File: src/rtl/uart_cmd_pkg.sv
// Shared types for the UART command-frame controller: FSM states, error codes, default sync marker.
package uart_cmd_pkg;

  localparam logic [7:0] SYNC_BYTE_DEF = 8'hA5;

  typedef enum logic [2:0] {
    HUNT,
    OPCODE,
    LEN,
    PAYLOAD,
    CHECK,
    HOLD
  } state_t;

  typedef enum logic [1:0] {
    ERR_CHK     = 2'd0,
    ERR_LEN     = 2'd1,
    ERR_TIMEOUT = 2'd2,
    ERR_OVERRUN = 2'd3
  } err_code_t;

  // States in which a partially received frame can go stale.
  function automatic logic in_frame(state_t s);
    return (s == OPCODE) || (s == LEN) || (s == PAYLOAD) || (s == CHECK);
  endfunction

endpackage

File: src/rtl/uart_idle_timer.sv
// Inter-byte idle timer: down-counter reloaded on clear, expires on the TIMEOUT_CLKS-th idle clock.
module uart_idle_timer #(
  parameter int TIMEOUT_CLKS = 100_000
) (
  input  logic clk,
  input  logic rst_n,
  input  logic clear,
  input  logic en,
  output logic expire
);

  localparam int CNT_W = (TIMEOUT_CLKS > 1) ? $clog2(TIMEOUT_CLKS) : 1;
  localparam logic [CNT_W-1:0] LOAD = CNT_W'(TIMEOUT_CLKS - 1);

  logic [CNT_W-1:0] cnt;

  always_ff @(posedge clk or negedge rst_n) begin
    if (!rst_n) begin
      cnt <= LOAD;
    end else if (clear) begin
      cnt <= LOAD;
    end else if (en && (cnt != '0)) begin
      cnt <= cnt - CNT_W'(1);
    end
  end

  assign expire = en && !clear && (cnt == '0);

endmodule

File: src/rtl/uart_cmd_ctrl.sv
// Frame parser behind the UART receiver: SYNC/OPCODE/LEN/PAYLOAD/CHK, payload buffer,
// valid/ready command hand-off, error strobe and counters.
//
// state   | meaning
// HUNT    | idle, waiting for SYNC_BYTE
// OPCODE  | next byte is the opcode
// LEN     | next byte is the payload length
// PAYLOAD | storing payload bytes into the buffer
// CHECK   | next byte is the XOR checksum
// HOLD    | verified command presented until cmd_ready
module uart_cmd_ctrl
  import uart_cmd_pkg::*;
#(
  parameter logic [7:0] SYNC_BYTE    = SYNC_BYTE_DEF,
  parameter int         MAX_PAYLOAD  = 16,
  parameter int         TIMEOUT_CLKS = 100_000,
  localparam int        LEN_W        = $clog2(MAX_PAYLOAD + 1),
  localparam int        ADDR_W       = (MAX_PAYLOAD > 1) ? $clog2(MAX_PAYLOAD) : 1
) (
  input  logic              clk,
  input  logic              rst_n,
  input  logic [7:0]        rx_data,
  input  logic              rx_valid,
  output logic              cmd_valid,
  input  logic              cmd_ready,
  output logic [7:0]        cmd_opcode,
  output logic [LEN_W-1:0]  cmd_len,
  input  logic [ADDR_W-1:0] rd_addr,
  output logic [7:0]        rd_data,
  output logic              busy,
  output logic              err_pulse,
  output logic [1:0]        err_code,
  output logic [15:0]       frame_cnt,
  output logic [7:0]        err_cnt
);

  localparam int DEPTH = 1 << ADDR_W;

  state_t            state;
  err_code_t         err_code_q;
  logic [7:0]        chk;
  logic [ADDR_W-1:0] idx;
  logic [7:0]        payload [DEPTH];

  logic      tmr_expire;
  logic      err_det;
  err_code_t err_sel;

  uart_idle_timer #(
    .TIMEOUT_CLKS(TIMEOUT_CLKS)
  ) u_idle_timer (
    .clk   (clk),
    .rst_n (rst_n),
    .clear (rx_valid || !in_frame(state)),
    .en    (in_frame(state)),
    .expire(tmr_expire)
  );

  // Byte arrival takes precedence over a timeout expiring on the same clock.
  always_comb begin
    err_det = 1'b0;
    err_sel = ERR_CHK;
    if (tmr_expire) begin
      err_det = 1'b1;
      err_sel = ERR_TIMEOUT;
    end else if (rx_valid) begin
      case (state)
        LEN: begin
          if (int'(rx_data) > MAX_PAYLOAD) begin
            err_det = 1'b1;
            err_sel = ERR_LEN;
          end
        end
        CHECK: begin
          if (rx_data != chk) begin
            err_det = 1'b1;
            err_sel = ERR_CHK;
          end
        end
        HOLD: begin
          if (!cmd_ready) begin
            err_det = 1'b1;
            err_sel = ERR_OVERRUN;
          end
        end
        default: ;
      endcase
    end
  end

  always_ff @(posedge clk or negedge rst_n) begin
    if (!rst_n) begin
      state      <= HUNT;
      cmd_valid  <= 1'b0;
      cmd_opcode <= 8'd0;
      cmd_len    <= '0;
      err_pulse  <= 1'b0;
      err_code_q <= ERR_CHK;
      frame_cnt  <= 16'd0;
      err_cnt    <= 8'd0;
      chk        <= 8'd0;
      idx        <= '0;
    end else begin
      err_pulse <= err_det;
      if (err_det) begin
        err_code_q <= err_sel;
        if (err_cnt != 8'hFF) err_cnt <= err_cnt + 8'd1;
      end

      if (tmr_expire) begin
        state <= HUNT;
      end else if ((state == HOLD) && cmd_ready) begin
        // Retiring the command frees the parser, so a same-cycle byte is hunted normally.
        cmd_valid <= 1'b0;
        state     <= (rx_valid && (rx_data == SYNC_BYTE)) ? OPCODE : HUNT;
      end else if (rx_valid) begin
        case (state)
          HUNT: begin
            if (rx_data == SYNC_BYTE) state <= OPCODE;
          end
          OPCODE: begin
            cmd_opcode <= rx_data;
            chk        <= rx_data;
            state      <= LEN;
          end
          LEN: begin
            if (int'(rx_data) > MAX_PAYLOAD) begin
              state <= HUNT;
            end else begin
              cmd_len <= LEN_W'(rx_data);
              chk     <= chk ^ rx_data;
              idx     <= '0;
              state   <= (rx_data == 8'd0) ? CHECK : PAYLOAD;
            end
          end
          PAYLOAD: begin
            chk <= chk ^ rx_data;
            idx <= idx + ADDR_W'(1);
            if (LEN_W'(idx) == (cmd_len - LEN_W'(1))) state <= CHECK;
          end
          CHECK: begin
            if (rx_data == chk) begin
              cmd_valid <= 1'b1;
              frame_cnt <= frame_cnt + 16'd1;
              state     <= HOLD;
            end else begin
              state <= HUNT;
            end
          end
          default: ;
        endcase
      end
    end
  end

  // Buffer is only written while parsing, so the held command's payload cannot change under the reader.
  always_ff @(posedge clk) begin
    if (rx_valid && (state == PAYLOAD) && !tmr_expire) payload[idx] <= rx_data;
  end

  assign rd_data  = payload[rd_addr];
  assign busy     = (state != HUNT);
  assign err_code = err_code_q;

endmodule

File: config.mk
export PLATFORM = sky130hd
export DESIGN_NAME = uart_cmd_ctrl
export DESIGN_NICKNAME = d
export VERILOG_FILES = /design/src/rtl/uart_cmd_pkg.sv /design/src/rtl/uart_idle_timer.sv /design/src/rtl/uart_cmd_ctrl.sv
export SDC_FILE = /design/constraint.sdc
export NUM_CORES = 1
export LEC_CHECK = 0
export ABC_AREA = 1
export CORE_AREA = 4 4 144 146
export CTS_BUF_LIST = sky130_fd_sc_hd__clkbuf_4 sky130_fd_sc_hd__clkbuf_8
export DETAILED_ROUTE_END_ITERATION = 6
export DIE_AREA = 0 0 148 150
export HOLD_SLACK_MARGIN = 0.05
export PLACE_DENSITY_LB_ADDON = 0.05
export SLEW_MARGIN = 20
export SYNTH_ARGS = -nofsm -noshare
export SYNTH_HDL_FRONTEND = slang
export SYNTH_HIERARCHICAL = 1
export SYNTH_SLANG_ARGS = --single-unit
File: constraint.sdc
create_clock -name clk -period 4 [get_ports clk]
set_clock_uncertainty 0.2 [all_clocks]
set_input_delay 0.8 -clock clk [delete_from_list [all_inputs] [get_ports clk]]
set_output_delay 0.8 -clock clk [all_outputs]
set_load 0.01 [all_outputs]
## Yosys cells after proc, flatten, opt, wreduce, memory -nomap -nowiden

Memories as Yosys holds them, arrays and structs flattened.
Cells that the tools add are included.
W data, S select, Z words.

| word-level totals | value |
|---|---|
| bits in registers | 73 |
| memory bits (writable) | 128 |
| input bits | 16 |
| logic and storage cells | 103 |
| memories kept | 1 |

Memory list:

| memory | depth | bits a word | read ports | clocked after memory_dff | wr ports | line | RTL |
|---|---|---|---|---|---|---|---|
| payload | 16 | 8 | 1 | 0 | 1 | uart_cmd_ctrl.sv:43 | `logic [7:0] payload [DEPTH];` |

| cells by class | value |
|---|---|
| add/sub/neg operators | 5 |
| $lt $le $gt $ge | 1 |
| eq/ne operators | 13 |
| muxes and demuxes | 33 |
| bitwise logic cells | 4 |
| reduce and logical (&&, ||, !) cells | 35 |

Operators with widths:

| cell | count |
|---|---|
| $mux W17 | 2 |
| $mux W3 | 8 |
| $pmux W8 S3 | 1 |
| $reduce_and A5 Y1 | 4 |
| $logic_not A17 Y1 | 1 |
| $reduce_bool A17 Y1 | 1 |
| $sub A17 B1 Y17 const B | 1 |
| $add A16 B1 Y16 const B | 1 |
| $pmux W3 S5 | 1 |
| $mux W1 | 13 |
| $reduce_and A4 Y1 | 3 |
| $reduce_bool A2 Y1 | 5 |
| $reduce_bool A3 Y1 | 3 |
| $add A8 B1 Y8 const B | 1 |
| $eq A8 B8 Y1 | 1 |
| $eq A8 B8 Y1 const B | 1 |
| $gt A8 B5 Y1 const B | 1 |
| $logic_not A8 Y1 | 1 |
| $mux W8 | 1 |
| $ne A8 B8 Y1 | 1 |
| $ne A8 B8 Y1 const B | 1 |
| $pmux W4 S2 | 1 |
| $xor A8 B8 Y8 | 1 |
| $logic_and A1 B1 Y1 | 7 |
| 19 further kinds | 30 |

## Depth between registers and ports, before layout

| depth | value |
|---|---|
| word-level depth | 13 |
| mapped depth | 18 |
| depth with buffers taken out | 14 |

## Modules after synthesis

The synthesis kept the hierarchy.

By module, submodules not included:

| module | instances | cells an instance | area an instance (um^2) | sequential area each (um^2) |
|---|---|---|---|---|
| uart_cmd_ctrl | 1 | 785 | 8441.8 | 5245.0 |
| uart_idle_timer | 1 | 181 | 1209.9 | 437.9 |

## Worst setup path after synthesis

Ideal clock, no wire load.

| timing path | value |
|---|---|
| path kind | reg-to-reg |
| start point | register state[0] |
| end point | memory payload[0][0] (enable) |
| setup time | 0.370 ns |
| data arrival time | 2.695 ns |
| required time | 3.430 ns |
| path slack | 0.735 ns |
| cell stages (with the launch flop) | 16 |
| period minus slack after synthesis | 3.265 ns |
| cell sequence | dfrtp_1 > buf_4 > nor2_1 > nor2_1 > nor2_1 > inv_1 > nand2_1 > buf_2 > clkinv_1 > clkbuf_1 > and3_1 > nor2_2 > nand2_1 > inv_1 > nand2_1 > nor2_1 |

| on the way | value |
|---|---|
| cells in the longest elaborated chain, start to end | 13 |

RTL lines:

| what | line | RTL |
|---|---|---|
| start: declaration | uart_cmd_ctrl.sv:39 | `state_t state;` |
| start signal: assignment | uart_cmd_ctrl.sv:115 | `state <= (rx_valid && (rx_data == SYNC_BYTE)) ? OPCODE : HUNT;` |
| start signal: assignment | uart_cmd_ctrl.sv:133 | `state <= (rx_data == 8'd0) ? CHECK : PAYLOAD;` |
| $eq A3 B1 Y1 or $eq A3 B2 Y1 (tied branches) | uart_cmd_pkg.sv:24 | `return (s == OPCODE) \|\| (s == LEN) \|\| (s == PAYLOAD) \|\| (s == CHECK);` |
| $logic_or A1 B1 Y1 (2 in a row) | uart_cmd_pkg.sv:24 |  |
| $logic_or A1 B1 Y1 * | uart_cmd_pkg.sv:24 |  |
| $logic_not A1 Y1 | uart_cmd_ctrl.sv:54 | `.clear (rx_valid \|\| !in_frame(state)),` |
| $logic_or A1 B1 Y1 | uart_cmd_ctrl.sv:54 |  |
| $logic_not A1 Y1 | uart_idle_timer.sv:27 | `assign expire = en && !clear && (cnt == '0);` |
| $logic_and A1 B1 Y1 * (2 in a row) | uart_idle_timer.sv:27 |  |
| via tmr_expire | uart_cmd_ctrl.sv:45 | `logic tmr_expire;` |
| $logic_not A1 Y1 * | uart_cmd_ctrl.sv:158 | `if (rx_valid && (state == PAYLOAD) && !tmr_expire) payload[idx] <= rx_data;` |
| $logic_and A1 B1 Y1 * | uart_cmd_ctrl.sv:158 |  |
| $mux W1 * | uart_cmd_ctrl.sv:158 |  |
| $mux W1 (not written as such) * | uart_cmd_ctrl.sv:158 |  |
| end: declaration | uart_cmd_ctrl.sv:43 |  |

The timed path passes the listed nets; every way through them passes the cells marked *.

## Final worst setup path

| timing path | value |
|---|---|
| start point | input rd_addr[0] |
| end point | output rd_data[6] |

| on the way | value |
|---|---|
| cells in the longest elaborated chain, start to end | 1 |

RTL lines:

| what | line | RTL |
|---|---|---|
| start: declaration | uart_cmd_ctrl.sv:28 | `input logic [ADDR_W-1:0] rd_addr,` |
| $mem_v2 Z16 W8 | n/a |  |
| end: declaration | uart_cmd_ctrl.sv:29 | `output logic [7:0] rd_data,` |

No other way between the ends.

==> results.toml <==
[worst_setup_path]
worstPathRequired_ps = 3000
rr_worst_depth = 13
crit_path_start_kind = "primary input"
critPathLaunch = "rd_addr[0]"
cp_data_arrival_time_ps = 2640
crit_type = "primary input to output pin"
reg2reg_to = "payload[15][7]"
reg2reg_slack_ps = 840
endpoint_kind = "output pin"
worstReg2RegStart = "state[0]"
crit_path_max_fanout = 32

[clock_tree]
post_cts.repair.setup_buffers = 0
postCtsHoldBufs = 0
cts_tree = "done"
clock-sinks = 201
insertion_delay_ps = 520
cts_made_buffers = 36
cts_resized = 0
clkTransAtPathRegs_ps = 50
h-tree-depth = 2
clock-root-buffer = "clkbuf_8"
clk_path_buf_depth = 3

[sta]
fin_setup_tns_ps = 0
slew_violations = 0
period_share_pct = 91.0
final-setup-viol-count = 0
clock.fmax_mhz = 275
slew_headroom_pct = 36.2
rsz0062_at_grt = "false"
finalCriticalPeriod_ps = 3640
hold_violations = 0
max_slew.worst_pin.slew_ps = 958

[synth]
ys_warn_count = 6
ys_seq_area_share_pct = 58.9
syn_nets = 990
netlist_area_um2 = 9650
synth_top_flop_cell = "edfxtp_1"
synth-seq-cells = 201
syn_area_per_cell_um2 = 9.99
synth_edf_count = 128
synth_cell_types = 44
ys_async_sr_fraction_pct = 36.3
syn_inst = 966

[die]
die_x_um = 148
rows = 51
core-area_um2 = 19400
io_pins = 66
die_h_um = 150
dieArea_um2 = 22200
initial_core_util_pct = 49.8

[place]
io_buffers = 65
gp_congestion = 0.817
dp.cells = 1298
placed_area_um2 = 10700
place_hpwl_um = 15600

[route]
detail_route.wl_per_cell_um = 16.5
drtPass1Iterations = 7
ant_nets = 0
wl_um = 22400
drc = 0
avgViaCountPerCell = 5.10
vias = 6952
dr.first_iter.drc_count = 327

[pwr]
pwr_density_cell_nw_per_um2 = 509
p_leak_nw = 4.84
max-vdd-ir-drop_uv = 313

[layout]
final_common_cell = "nand2_1"
final_cell_mix = "nand2_1 (211), edfxtp_1 (128), inv_1 (95)"
utilization_pct = 59.1
n_fill_cell = 1742
drive_above_1_share_pct = 13.8
final_cells = 1362
diodes = 0
nets = 1095
postLayoutCellArea_um2 = 11500
syn_to_final_growth_pct = 18.8

[job]
maxCapViolations = 0

[global_route]
grtUsageTotal_pct = 20.8
grt_max_degree = 74
grt_pass1_wl_um = 36500
antenna_found_initial = 0
grt-ovfl-total = 0
grt_pass1_vias = 6855

[status]
status = "finished, final reports clean"

[worst_hold_path]
hold_class = "primary input to async pin"
-- worst max-delay path: stages --
cell and delay [ps]:
buf_4 350, buf_12 240, mux2i_1 370, o21ai_0 130
o211ai_1 190, nand2_1 70, clkdlybuf4s50_1 480
-- cells in the mapped netlist (15+ instances only) --
cell	n	area share, %
inv_1	95	3.7
a21oi_1	38	2.0
mux2i_1	32	3.3
dfrtp_1	63	16
nand3_1	65	3.4
edfxtp_1	128	40
o21ai_0	65	3.4
xor2_1	18	1.6
o211ai_1	38	3.0
nand2_1	211	8.2
clkbuf_1	15	0.58
nor2_1	72	2.8
-- sequential cells by signal, indices dropped and copies added, names as in the netlist --
| register | flops |
|---|---|
| frame_cnt | 16 |
| cmd_len | 5 |
| err_pulse | 1 |
| err_code | 2 |
| payload | 128 |
| cmd_opcode | 8 |
| state | 3 |
| cmd_valid | 1 |
| u_idle_timer/cnt | 17 |
| chk | 8 |
| idx | 4 |
| err_cnt | 8 |
-- worst max path at each step --
stage | end | slack [ps] | cells after the start
4_1_cts | rd_data[6] | 350 | 7
2_1_floorplan | payload[0][0] | 740 | 15
6_report | rd_data[6] | 360 | 7
3_5_place_dp | rd_data[6] | 350 | 7
3_3_place_gp | rd_data[6] | 360 | 7
5_1_grt | rd_data[3] | 260 | 8
-- cells by family after synthesis --
| kind of cell | Yosys count | synth area share [%] |
|---|---|---|
| XOR/XNOR | 26 | 2.36 |
| multiplexers | 32 | 3.32 |
| adder cells (fa/ha/maj) | 8 | 1.04 |
| buffers and inverters | 139 | 6.05 |
| AO/OA/AOI/OAI | 154 | 9.48 |
| AND/OR/NAND/NOR | 406 | 18.9 |
| flip-flops | 201 | 58.9 |
-- where the power goes --
part,internal (W),switching [W]
Combinational,0.000533,0.000783
Clock,0.00107,0.000831
Sequential,0.00244,0.000183
Total,0.00404,0.00180
-- per-stage QoR --
| stage | setup WS [ps] | total power [W] | hold WS (ps) |
|---|---|---|---|
| global route | 261 | 0.00622 | 289 |
| global placement | 359 | 0.00397 | 269 |
| detailed placement | 354 | 0.00399 | 273 |
| finish | 359 | 0.00583 | 230 |
| floorplan | 735 | 0.00352 | 269 |
| CTS | 352 | 0.00591 | 252 |
-- metal layers --
metal,vias up,GRT usage [%],share of wire [%]
met4,0,6.61,2.5
met5,-,0,0
met2,169,35.2,48
met3,45,4.06,5.4
met1,3244,27.3,44
li1,3494,-,-
-- area by class of cell --
cell class                      count  area (um2)  share of cell area, %
Clock buffer                       54         662                   5.77
Clock inverter                     10        58.8                  0.513
Inverter                          103         387                   3.37
Multi-Input combinational cell    626        3380                   29.5
Sequential cell                   201        5680                   49.6
Tap cell                          265         332                   2.89
Timing Repair Buffer              103         956                   8.34
Note: power is estimated with default switching activity, not from simulation.
